--- src/rtl/lbm_seq_pkg.sv ---
// ----------------------------------------------------------------------------
// lbm_seq_pkg : shared types and constants for the lattice chunk sequencer
// Rev 1.0
// ----------------------------------------------------------------------------
`default_nettype none

package lbm_seq_pkg;

  localparam int DEFAULT_ADDR_W = 12;
  localparam int NUM_DIRS       = 9;

  typedef enum logic [2:0] {
    ST_IDLE   = 3'd0,
    ST_LOAD   = 3'd1,
    ST_CSTART = 3'd2,
    ST_CWAIT  = 3'd3,
    ST_DRAIN  = 3'd4,
    ST_NEXT   = 3'd5,
    ST_DONE   = 3'd6
  } seq_state_e;

endpackage

`default_nettype wire

--- src/rtl/bram_readback_stage.sv ---
// ----------------------------------------------------------------------------
// bram_readback_stage : read-address counter with 1-cycle-latency prefetch
// Rev 1.0
// ----------------------------------------------------------------------------
`default_nettype none

module bram_readback_stage #(
  parameter int ADDR_W      = 12,
  parameter int CHUNK_WORDS = 4096
) (
  input  logic              clk,
  input  logic              rst,
  input  logic              start,
  input  logic              active,
  input  logic              out_ready,
  output logic              out_valid,
  output logic [ADDR_W-1:0] prefetch_addr,
  output logic              last_fire
);

  localparam logic [ADDR_W-1:0] LAST_ADDR = ADDR_W'(CHUNK_WORDS - 1);

  logic [ADDR_W-1:0] rd_addr_q, rd_addr_d;
  logic              out_valid_q, out_valid_d;
  logic              fire;

  always_comb begin
    fire          = out_valid_q & out_ready;
    last_fire     = fire & (rd_addr_q == LAST_ADDR);
    // Present the next word's address on a fire so the data follows with no bubble.
    prefetch_addr = rd_addr_q + {{(ADDR_W-1){1'b0}}, fire};
    rd_addr_d     = rd_addr_q;
    out_valid_d   = 1'b0;
    if (start) begin
      rd_addr_d   = '0;
      out_valid_d = 1'b0;
    end else begin
      if (fire) rd_addr_d = rd_addr_q + ADDR_W'(1);
      out_valid_d = active & ~last_fire;
    end
  end

  always_ff @(posedge clk or posedge rst) begin
    if (rst) begin
      rd_addr_q   <= '0;
      out_valid_q <= 1'b0;
    end else begin
      rd_addr_q   <= rd_addr_d;
      out_valid_q <= out_valid_d;
    end
  end

  assign out_valid = out_valid_q;

endmodule

`default_nettype wire

--- src/rtl/chunk_sequencer.sv ---
// ----------------------------------------------------------------------------
// chunk_sequencer : load -> compute -> writeback sequencing of one BRAM bank
// Rev 1.0
// ----------------------------------------------------------------------------
`default_nettype none

module chunk_sequencer
  import lbm_seq_pkg::*;
#(
  parameter int ADDR_W      = DEFAULT_ADDR_W,
  parameter int CHUNK_WORDS = 4096,
  parameter int NUM_CHUNKS  = 16,
  parameter int IDX_W       = 4
) (
  input  logic              m00_axis_aclk,
  input  logic              m00_axis_areset,
  input  logic              start,
  input  logic              in_valid,
  output logic              in_ready,
  output logic              out_valid,
  input  logic              out_ready,
  output logic              chunk_transfer_ready,
  output logic              chunk_compute_ready,
  output logic [ADDR_W-1:0] DDR_addr,
  output logic              cache_wen,
  output logic              compute_start,
  input  logic              compute_done,
  output logic [IDX_W-1:0]  chunk_idx,
  output logic              busy,
  output logic              frame_done
);

  localparam logic [ADDR_W-1:0] LAST_ADDR  = ADDR_W'(CHUNK_WORDS - 1);
  localparam logic [IDX_W-1:0]  LAST_CHUNK = IDX_W'(NUM_CHUNKS - 1);

  seq_state_e        state_q, state_d;
  logic [ADDR_W-1:0] wr_addr_q, wr_addr_d;
  logic [IDX_W-1:0]  chunk_idx_q, chunk_idx_d;

  logic              rb_start, rb_active, rb_last_fire;
  logic [ADDR_W-1:0] rb_addr;

  bram_readback_stage #(
    .ADDR_W      (ADDR_W),
    .CHUNK_WORDS (CHUNK_WORDS)
  ) u_readback (
    .clk           (m00_axis_aclk),
    .rst           (m00_axis_areset),
    .start         (rb_start),
    .active        (rb_active),
    .out_ready     (out_ready),
    .out_valid     (out_valid),
    .prefetch_addr (rb_addr),
    .last_fire     (rb_last_fire)
  );

  always_comb begin
    state_d              = state_q;
    wr_addr_d            = wr_addr_q;
    chunk_idx_d          = chunk_idx_q;
    in_ready             = 1'b0;
    chunk_transfer_ready = 1'b0;
    chunk_compute_ready  = 1'b0;
    DDR_addr             = '0;
    cache_wen            = 1'b0;
    compute_start        = 1'b0;
    frame_done           = 1'b0;
    rb_start             = 1'b0;
    rb_active            = 1'b0;
    busy                 = (state_q != ST_IDLE);

    unique case (state_q)
      ST_IDLE: begin
        if (start) begin
          chunk_idx_d = '0;
          wr_addr_d   = '0;
          state_d     = ST_LOAD;
        end
      end
      ST_LOAD: begin
        chunk_transfer_ready = 1'b1;
        in_ready             = 1'b1;
        DDR_addr             = wr_addr_q;
        cache_wen            = in_valid;
        if (in_valid) begin
          wr_addr_d = wr_addr_q + ADDR_W'(1);
          if (wr_addr_q == LAST_ADDR) state_d = ST_CSTART;
        end
      end
      ST_CSTART: begin
        chunk_compute_ready = 1'b1;
        compute_start       = 1'b1;
        state_d             = ST_CWAIT;
      end
      ST_CWAIT: begin
        chunk_compute_ready = 1'b1;
        if (compute_done) begin
          rb_start = 1'b1;
          state_d  = ST_DRAIN;
        end
      end
      ST_DRAIN: begin
        chunk_transfer_ready = 1'b1;
        rb_active            = 1'b1;
        DDR_addr             = rb_addr;
        if (rb_last_fire) state_d = ST_NEXT;
      end
      ST_NEXT: begin
        if (chunk_idx_q == LAST_CHUNK) begin
          state_d = ST_DONE;
        end else begin
          chunk_idx_d = chunk_idx_q + IDX_W'(1);
          wr_addr_d   = '0;
          state_d     = ST_LOAD;
        end
      end
      ST_DONE: begin
        frame_done = 1'b1;
        state_d    = ST_IDLE;
      end
      default: state_d = ST_IDLE;
    endcase
  end

  always_ff @(posedge m00_axis_aclk or posedge m00_axis_areset) begin
    if (m00_axis_areset) begin
      state_q     <= ST_IDLE;
      wr_addr_q   <= '0;
      chunk_idx_q <= '0;
    end else begin
      state_q     <= state_d;
      wr_addr_q   <= wr_addr_d;
      chunk_idx_q <= chunk_idx_d;
    end
  end

  assign chunk_idx = chunk_idx_q;

endmodule

`default_nettype wire

--- config.mk ---
export PLATFORM = sky130hd
export DESIGN_NAME = chunk_sequencer
export DESIGN_NICKNAME = d
export VERILOG_FILES = /design/src/rtl/lbm_seq_pkg.sv /design/src/rtl/bram_readback_stage.sv /design/src/rtl/chunk_sequencer.sv
export SDC_FILE = /design/constraint.sdc
export NUM_CORES = 1
export LEC_CHECK = 0
export BUFFER_PORTS_ARGS = -buffer_cell sky130_fd_sc_hd__buf_2
export CAP_MARGIN = 10
export CORE_MARGIN = 4
export CORE_UTILIZATION = 57
export DETAILED_ROUTE_END_ITERATION = 7
export PLACE_DENSITY = 0.77
export SLEW_MARGIN = 5
export SYNTH_ARGS = -nofsm -noshare
export SYNTH_HDL_FRONTEND = slang
export SYNTH_SLANG_ARGS = --single-unit
--- constraint.sdc ---
create_clock -name m00_axis_aclk -period 2 [get_ports m00_axis_aclk]
set_input_delay 0.1 -clock m00_axis_aclk [delete_from_list [all_inputs] [get_ports m00_axis_aclk]]
set_output_delay 0.1 -clock m00_axis_aclk [all_outputs]
set_load 0.05 [all_outputs]
Yosys cells after proc, flatten, opt, wreduce, memory -nomap -nowiden
Cells that the tools add are included.
{"block": "classes", "addsub": 4, "bitwise": 4, "muxes": 27, "n_reduce_logical": 10, "eq_ne": 15}
{"cell": "two-way mux 12 bit", "count": 5}
{"cell": "one-hot mux 12 bit (3 select lines)", "count": 1}
{"cell": "adder 12 x 1 -> 12 bit (second input constant)", "count": 2}
{"cell": "equality test 12 bit (second input constant)", "count": 2}
{"cell": "one-hot mux 12 bit (2 select lines)", "count": 1}
{"cell": "two-way mux 3 bit", "count": 6}
{"cell": "one-hot mux 3 bit (6 select lines)", "count": 1}
{"cell": "adder 12 x 1 -> 12 bit", "count": 1}
{"cell": "!= test 2 bit (second input constant)", "count": 6}
{"cell": "two-way mux 1 bit", "count": 10}
{"cell": "equality test 3 bit (second input constant)", "count": 3}
{"cell": "two-way mux 4 bit", "count": 2}
{"cell": "one-hot mux 4 bit (2 select lines)", "count": 1}
{"cell": "equality test 3 x 2 -> 1 bit (second input constant)", "count": 2}
{"cell": "nonzero test 3 bit", "count": 2}
{"cell": "AND reduction 5 bit", "count": 1}
{"cell": "adder 4 x 1 -> 4 bit (second input constant)", "count": 1}
{"cell": "equality test 4 bit (second input constant)", "count": 1}
{"cell": "AND reduction 4 bit", "count": 1}
{"cell": "nonzero test 2 bit", "count": 2}
{"cell": "OR reduction 2 bit", "count": 2}
{"cell": "bitwise AND 1 bit", "count": 3}
{"cell": "equality test 3 x 1 -> 1 bit (second input constant)", "count": 1}
{"cell": "logical NOT 3 bit", "count": 1}
{"cell": "other kinds (2)", "count": 2}
{"block": "totals", "output_inout_bits": 24, "elab_cells": 65, "register_bits": 32, "input_bits": 6}

Depth between registers and ports, before layout
Gate-level depths: netlist (run 1).
{"block": "depth", "depth_word": 5, "depth_mapped": 7, "mapped_depth_nobuf": 7}

Cells and area by module
A second synthesis (run 1) with hierarchy kept.
{"block": "unflattened", "cells_unflattened": 235, "hier_area_um2": 2104.5}
{"module": "chunk_sequencer", "seq_area_each_um2": 475.5, "cells_each": 143, "area_each_um2": 1261.2, "instances": 1}
{"module": "bram_readback_stage", "seq_area_each_um2": 325.3, "cells_each": 92, "area_each_um2": 843.3, "instances": 1}

Worst setup path before layout (run 1)
No wires, ideal clock.
{"block": "synth_path", "kind": "reg-to-output", "start": "reg u_readback.out_valid_q (netlist: u_readback.out_valid)", "end": "out DDR_addr[10]", "path_buffers": 0, "path_stages_with_launch": 8, "arrival_ns": 2.779, "required_time_ns": 1.900, "slack_ns": -0.879, "path_cell_list": "dfrtp_1 -> and2_0 -> ha_1 -> ha_1 -> nand3_1 -> nor3_1 -> xnor2_1 -> o21ai_0"}
{"block": "synth_via", "elab_chain_len": 3}
{"item": "from (decl)", "line": "bram_readback_stage.sv:24", "text": "logic out_valid_q, out_valid_d;"}
{"item": "from (signal assigned)", "line": "bram_readback_stage.sv:49", "text": "out_valid_q <= out_valid_d;"}
{"item": "bitwise AND 1 bit", "line": "bram_readback_stage.sv:28", "text": "fire = out_valid_q & out_ready;"}
{"item": "adder 12 x 1 -> 12 bit", "line": "bram_readback_stage.sv:31", "text": "prefetch_addr = rd_addr_q + {{(ADDR_W-1){1'b0}}, fire};"}
{"item": "one-hot mux 12 bit (2 select lines)", "line": "chunk_sequencer.sv:72", "text": "unique case (state_q)"}
{"item": "to (decl)", "line": "chunk_sequencer.sv:24", "text": "output logic [ADDR_W-1:0] DDR_addr,"}
Every way passes these cells.

Worst setup path after layout (run 1)
{"block": "layout_path", "start": "reg u_readback.out_valid_q (netlist: u_readback.out_valid)", "end": "out DDR_addr[7]"}
Same word-level chain as after synthesis.

==> results of run 1 <==
## cells by family (layout without fill, tap and decap cells)
family / count (synthesis) / count (layout)
DFF: 32 / 32
xor gates and xnor gates: 21 / 21
AOI/OAI and AO/OA: 43 / 43
buffers and inverters: 19 / 62
adders and majority gates: 5 / 5
and+or+nand+nor: 115 / 115
muxes: 8 / 8
## per-layer routing
| metal | global-route usage [%] | vias up |
|---|---|---|
| met5 | 0 | - |
| met4 | 7.06 | 0 |
| met3 | 5.35 | 8 |
| met2 | 37.2 | 56 |
| met1 | 31.1 | 935 |
| li1 | - | 951 |
## layout make-up
| class | instances | area (µm²) | share of cell area (%) |
|---|---|---|---|
| clock buffers | 8 | 90.1 | 3.32 |
| inverters | 6 | 26.3 | 0.970 |
| multi-input cells | 192 | 1400 | 51.5 |
| flip-flops and latches | 32 | 803 | 29.6 |
| well taps | 46 | 57.6 | 2.12 |
| repair buffers | 48 | 338 | 12.5 |
## through the flow
| step | power [mW] | instances |
|---|---|---|
| 2_1_floorplan | 1.31 | 243 |
| 3_3_place_gp | 1.45 | 315 |
| 3_5_place_dp | 1.46 | 315 |
| 4_1_cts | 2.02 | 328 |
| 5_1_grt | 2.13 | 332 |
| 6_report | 2.04 | 332 |
## final timing paths
| kind | endpoint | slack (ns) | from | cells after the start |
|---|---|---|---|---|
| worst min register to register | chunk_idx[1] | 0.55 | chunk_idx[1] | 2 |
| worst max register to register | wr_addr_q[9] | 0.21 | chunk_idx[0] | 5 |
| worst max-delay path | DDR_addr[7] | 0.05 | u_readback.out_valid | 7 |
| max in group asynchronous | state_q[0] | 1.23 | m00_axis_areset | 4 |
| worst min-delay path | state_q[1] | 0.11 | in_valid | 3 |
| min in group asynchronous | u_readback.rd_addr_q[10] | 0.44 | m00_axis_areset | 4 |
## critical path, delay by kind of cell, from the launching register on
family / cells / cell delay [ns]
fa+ha+maj: 1 / 0.15
xor+xnor: 1 / 0.17
compound gates: 1 / 0.13
flops: 1 / 0.36
buf+inv: 1 / 0.28
simple gates: 3 / 0.49
## power by group through the flow
stage / Sequential [mW] / Clock (mW) / Combinational (mW)
6_report: 0.757 / 0.520 / 0.759
5_1_grt: 0.763 / 0.555 / 0.811
4_1_cts: 0.752 / 0.522 / 0.751
3_5_place_dp: 0.763 / 0 / 0.697
3_3_place_gp: 0.765 / 0 / 0.682
2_1_floorplan: 0.739 / 0 / 0.568
## registers in the layout, summed over array words and instances (netlist names)
name / count
u_readback.rd_addr_q: 12
chunk_idx: 4
wr_addr_q: 12
state_q: 3
u_readback.out_valid: 1
## cell usage in the layout (no fill, tap or decap), drive strengths merged, types with 7 or more instances in the layout
cell,n
nand3,14
xor2,11
clkbuf,9
nand2,34
xnor2,10
nor2,19
o31ai,7
o21ai,16
dfrtp,32
nand2b,7
buf,46
## what timing repair did
action | CTS | global route
pin swaps | 2 | 4
setup buffers | 4 | 4
endpoints found under the setup margin | 12 | 20
gates cloned | 0 | 0
endpoints found under the hold margin | 32 | 0
hold buffers | 1 | 0
gates resized for setup | 23 | 11
==> flow_metrics.tcl, run 1 <==
set metrics [dict create \
    drt-total-wl_um 5220 \
    worstPathCellList "and2_4 -> ha_4 -> and4_4 -> nand2_1 -> xor2_1 -> o21ai_2 -> buf_2" \
    drc 0 \
    worst_clock_skew_ns 0.00569 \
    wl_per_cell_um 15.7 \
    cap_viol_max_count 0 \
    netlist.area_leader.share_pct 38.1 \
    drt_first_pass_iters 4 \
    synthTopCellsByArea "dfrtp_1 (38%), nand2_1 (6.1%), xor2_1 (4.6%)" \
    finalSetupViolCount 0 \
    timing.hold.ws_ns 0.107 \
    die_area_um2 4720 \
    cts_tree "done" \
    yosysSeqAreaShare_pct 38.1 \
    criticalPathCategory "flop to output pin" \
    pin_count 30 \
    finalCritPeriodShare_pct 97.6 \
    viasPerCell 5.87 \
    syn_area_per_cell_um2 8.64 \
    wl_met3_um 300 \
    overflow 0 \
    synth_edf_count 0 \
    synth_top_family_by_area "simple AND/OR/NAND/NOR gates" \
    wl_met2_um 2520 \
    track_usage_pct 23.2 \
    path_clk_slew_ns 0.06 \
    fmax_mhz 512 \
    outcome "finished clean" \
    async_reset_ff_share_pct 100 \
    power_leakage_nw 1.18 \
    cpMaxStageDelayCell "dfrtp_2" \
    nets 296 \
    ys_seq_elements 32 \
    dieHeight_um 68.7 \
    cpPeakStageDelay_ns 0.36 \
    yosysTopAreaCell "dfrtp_1" \
    finalCriticalPeriod_ns 1.95 \
    core_um2 3440 \
    power_frac_comb_pct 37.3 \
    hold_path_class "primary input to flop" \
    intPower_mw 1.21 \
    root_buffer "clkbuf_8" \
    slew_headroom_pct 49.4 \
    place_ws_ns 0.0886 \
    synth_fp_nets 254 \
    post-route-util_pct 78.7 \
    met1_length_um 2330 \
    yosysWarnings 0 \
    p_clk_share_pct 25.5 \
    htreeDepth 2 \
    syn_inst 243 \
    die_w_um 68.7 \
    synthSimpleGateAreaFrac_pct 28.2 \
    dp_hpwl_um 3520 \
    critPathCaptureType "output pin" \
    first_global_vias 1774 \
    rsz0062_at_grt "true" \
    antenna_found_initial 0 \
    crit_fanout 4 \
    grt_max_degree 33 \
    timing.final.ws_setup_ns 0.0487 \
    clk_path_buf_depth 2 \
    final_hold_viol_count 0 \
    final_area_um2 2710 \
    portBuffers 29 \
    switching_share_pct 40.7 \
    worst_setup_path_start_kind "flop" \
    power_frac_seq_pct 37.2 \
    synth_xor_area_share_pct 8.76 \
    synth_area_um2 2100 \
    tns_ns 0 \
    gp_congestion 0.839 \
    diodes 0 \
    power_switching_mw 0.829 \
    synth_fa_ha_area_share_pct 2.98 \
    rows 21 \
    top_layer_used "met4" \
    power_density_nw_per_um2 751 \
    num-fill-cells 242 \
    numCtsBuffers 5 \
    drtAntennaViolNets 0 \
    grt_pass1_wl_um 8190 \
    drtIter0Drc 117 \
    synth.most_common_cell "nand2_1" \
    synthMuxAreaShare_pct 3.93 \
    peakVddDrop_uv 812 \
    placed_cell_area_um2 2410 \
    vias 1950 \
    initial_core_util_pct 61.0 \
    cts.sinks 32 \
    tightest_slew_ns 0.759 \
    arrival_ns 1.85 \
    clk_latency_ns 0.29 \
    synth_flop_cell "dfrtp_1" \
    areaGrowthSynthToFinish_pct 29.1 \
    synth_commonest_cells "nand2_1 (34), dfrtp_1 (32), nor2_1 (19), o21ai_0 (15), nand3_1 (14)" \
    synth_cell_types 45 \
    slew_viol_final 0 \
    layout-drive-gt1-share_pct 30.8 \
    crit_required_ns 1.90 \
    synth_compound_area_share_pct 13.7 \
]
(Power assumes the default switching activity.)
==> run 2: changes to the inputs <==
Settings changed: CORE_UTILIZATION 57 to 59, CTS_BUF_LIST from default to sky130_fd_sc_hd__clkbuf_8, GPL_TIMING_DRIVEN from default to 0, PLACE_DENSITY 0.77 to 0.8.
==> run 2 against run 1 <==
  * First-iteration DRC count grew 58%
  * Critical endpoint is now DDR_addr[11]
  * Register-to-register slack got worse by 0.18 ns
  * The flow now finishes with violations (setup timing)
  * Final area rose by 0.46%
  * Final cell count is 1.2% higher
  * Worst hold slack better by 0.012 ns
  * Clock skew decreased by 0.00066 ns
  * Critical path depth did not move
  * Non-clock buffer count up 4
  * Maximum frequency decreased by 3.1%
  * Wire length grew 8.1%
  * Largest power group unchanged
==> flow_metrics.tcl, run 2 (synthesized netlist as in run 1, its figures left out) <==
set metrics [dict create \
    rrSetupSlack_ns 0.03 \
    areaGrowthSynthToFinish_pct 29.7 \
    critPathCaptureType "output pin" \
    antenna_found_initial 0 \
    pin_count 30 \
    slew_viol_final 0 \
    rr_endpoint "state_q[0]" \
    path_clk_slew_ns 0.06 \
    drt-total-wl_um 5640 \
    dieHeight_um 67.7 \
    rsz0062_at_grt "true" \
    final_cell_mix "nand2_1 (33), dfrtp_1 (30), buf_2 (27)" \
    peakVddDrop_uv 833 \
    crit_fanout 4 \
    grt_max_degree 22 \
    violations "setup timing" \
    multi_input_area_um2 1380 \
    post-route-util_pct 80.3 \
    power_leakage_nw 1.19 \
    clk_latency_ns 0.29 \
    outcome "finished with violations" \
    worst_setup_path_start_kind "flop" \
    numCtsBuffers 5 \
    track_usage_pct 26.0 \
    slew_headroom_pct 59.8 \
    finalSetupViolCount 1 \
    hold_path_class "primary input to flop" \
    portBuffers 29 \
    seq_area_um2 803 \
    vias 2036 \
    viasPerCell 6.06 \
    htreeDepth 2 \
    num-fill-cells 203 \
    cts.sinks 32 \
    timing.final.ws_setup_ns -0.0139 \
    place_ws_ns -0.0933 \
    final_hold_viol_count 0 \
    root_buffer "clkbuf_8" \
    tightest_slew_ns 0.597 \
    rows 21 \
    arrival_ns 1.91 \
    crit_path_start "u_readback.out_valid" \
    die_w_um 67.7 \
    die_area_um2 4580 \
    cap_viol_max_count 0 \
    drtIter0Drc 185 \
    grt_pass1_wl_um 8720 \
    power_density_nw_per_um2 767 \
    gp_congestion 0.820 \
    nets 300 \
    drtAntennaViolNets 0 \
    core_um2 3390 \
    cts_tree "done" \
    dp_hpwl_um 3760 \
    finalCriticalPeriod_ns 2.01 \
    initial_core_util_pct 61.9 \
    clk_path_buf_depth 2 \
    r2r-start "wr_addr_q[0]" \
    finalCritPeriodShare_pct 101 \
    fmax_mhz 497 \
    overflow 0 \
    wl_per_cell_um 16.8 \
    layout-drive-gt1-share_pct 31.7 \
    drc 0 \
    worst_clock_skew_ns 0.00503 \
    worst_r2r_path_depth 5 \
    worstSetupEndpoint "DDR_addr[11]" \
    layout_commonest_cell "nand2_1" \
    first_global_vias 1837 \
    crit_required_ns 1.90 \
    diodes 0 \
    drt_first_pass_iters 4 \
    criticalPathCategory "flop to output pin" \
]
## run 2: stage by stage
stage	instance area (µm²)	cells	TNS, ns	power, mW	hold slack (ns)
floorplan	2190	243	-0.0185	1.31	0.216
global placement	2390	318	-0.163	1.46	0.390
detailed placement	2420	319	-0.408	1.47	0.169
CTS	2650	328	0	1.99	0.106
global route	2720	336	-0.257	2.17	0.115
finish	2720	336	-0.0139	2.09	0.118
## run 2: critical path, stage by stage (launching register included)
cell	delay, ns
dfrtp_2	0.39
and2_4	0.17
ha_4	0.15
and4_4	0.26
nor3b_4	0.24
xnor2_2	0.12
o21ai_4	0.13
buf_6	0.17
## run 2: power by group
group,switching (mW),leakage [nW],internal (mW)
Sequential,0.0575,0.437,0.688
Clock,0.239,0.0538,0.270
Combinational,0.554,0.704,0.279
## run 2: layer usage
metal,routed length (µm),vias to the layer above,GRT usage (%)
met5,0,-,0
met4,119,0,10.9
met3,329,13,6.99
met2,2670,75,39.1
met1,2530,993,34.9
li1,-,955,-
## run 2: area by class of cell
cell class / count / share of cell area, %
multi-input cells: 192 / 50.6
flip-flops and latches: 32 / 29.5
repair buffers: 39 / 10.7
clock buffers: 6 / 3.03
plain buffers: 13 / 2.90
well taps: 46 / 2.11
inverters: 6 / 0.827
clock inverters: 2 / 0.276
## run 2: worst min path at each step
stage                                   end  slack, ns  depth (start not counted)       startpoint
global route                     state_q[1]       0.11                          3         in_valid
CTS                              state_q[1]       0.11                          3         in_valid
finish                           state_q[1]       0.12                          3         in_valid
global placement                 state_q[1]       0.39                          3         in_valid
floorplan                      chunk_idx[0]       0.22                          1  m00_axis_areset
detailed placement  u_readback.rd_addr_q[1]       0.17                          2  m00_axis_areset
## run 2: timing repair
item | in CTS | in global routing
hold endpoints to repair | 11 | 0
hold buffers | 1 | 0
resized for setup | 35 | 6
pin swaps | 2 | 3
setup buffers | 0 | 8
setup endpoints to repair | 11 | 12
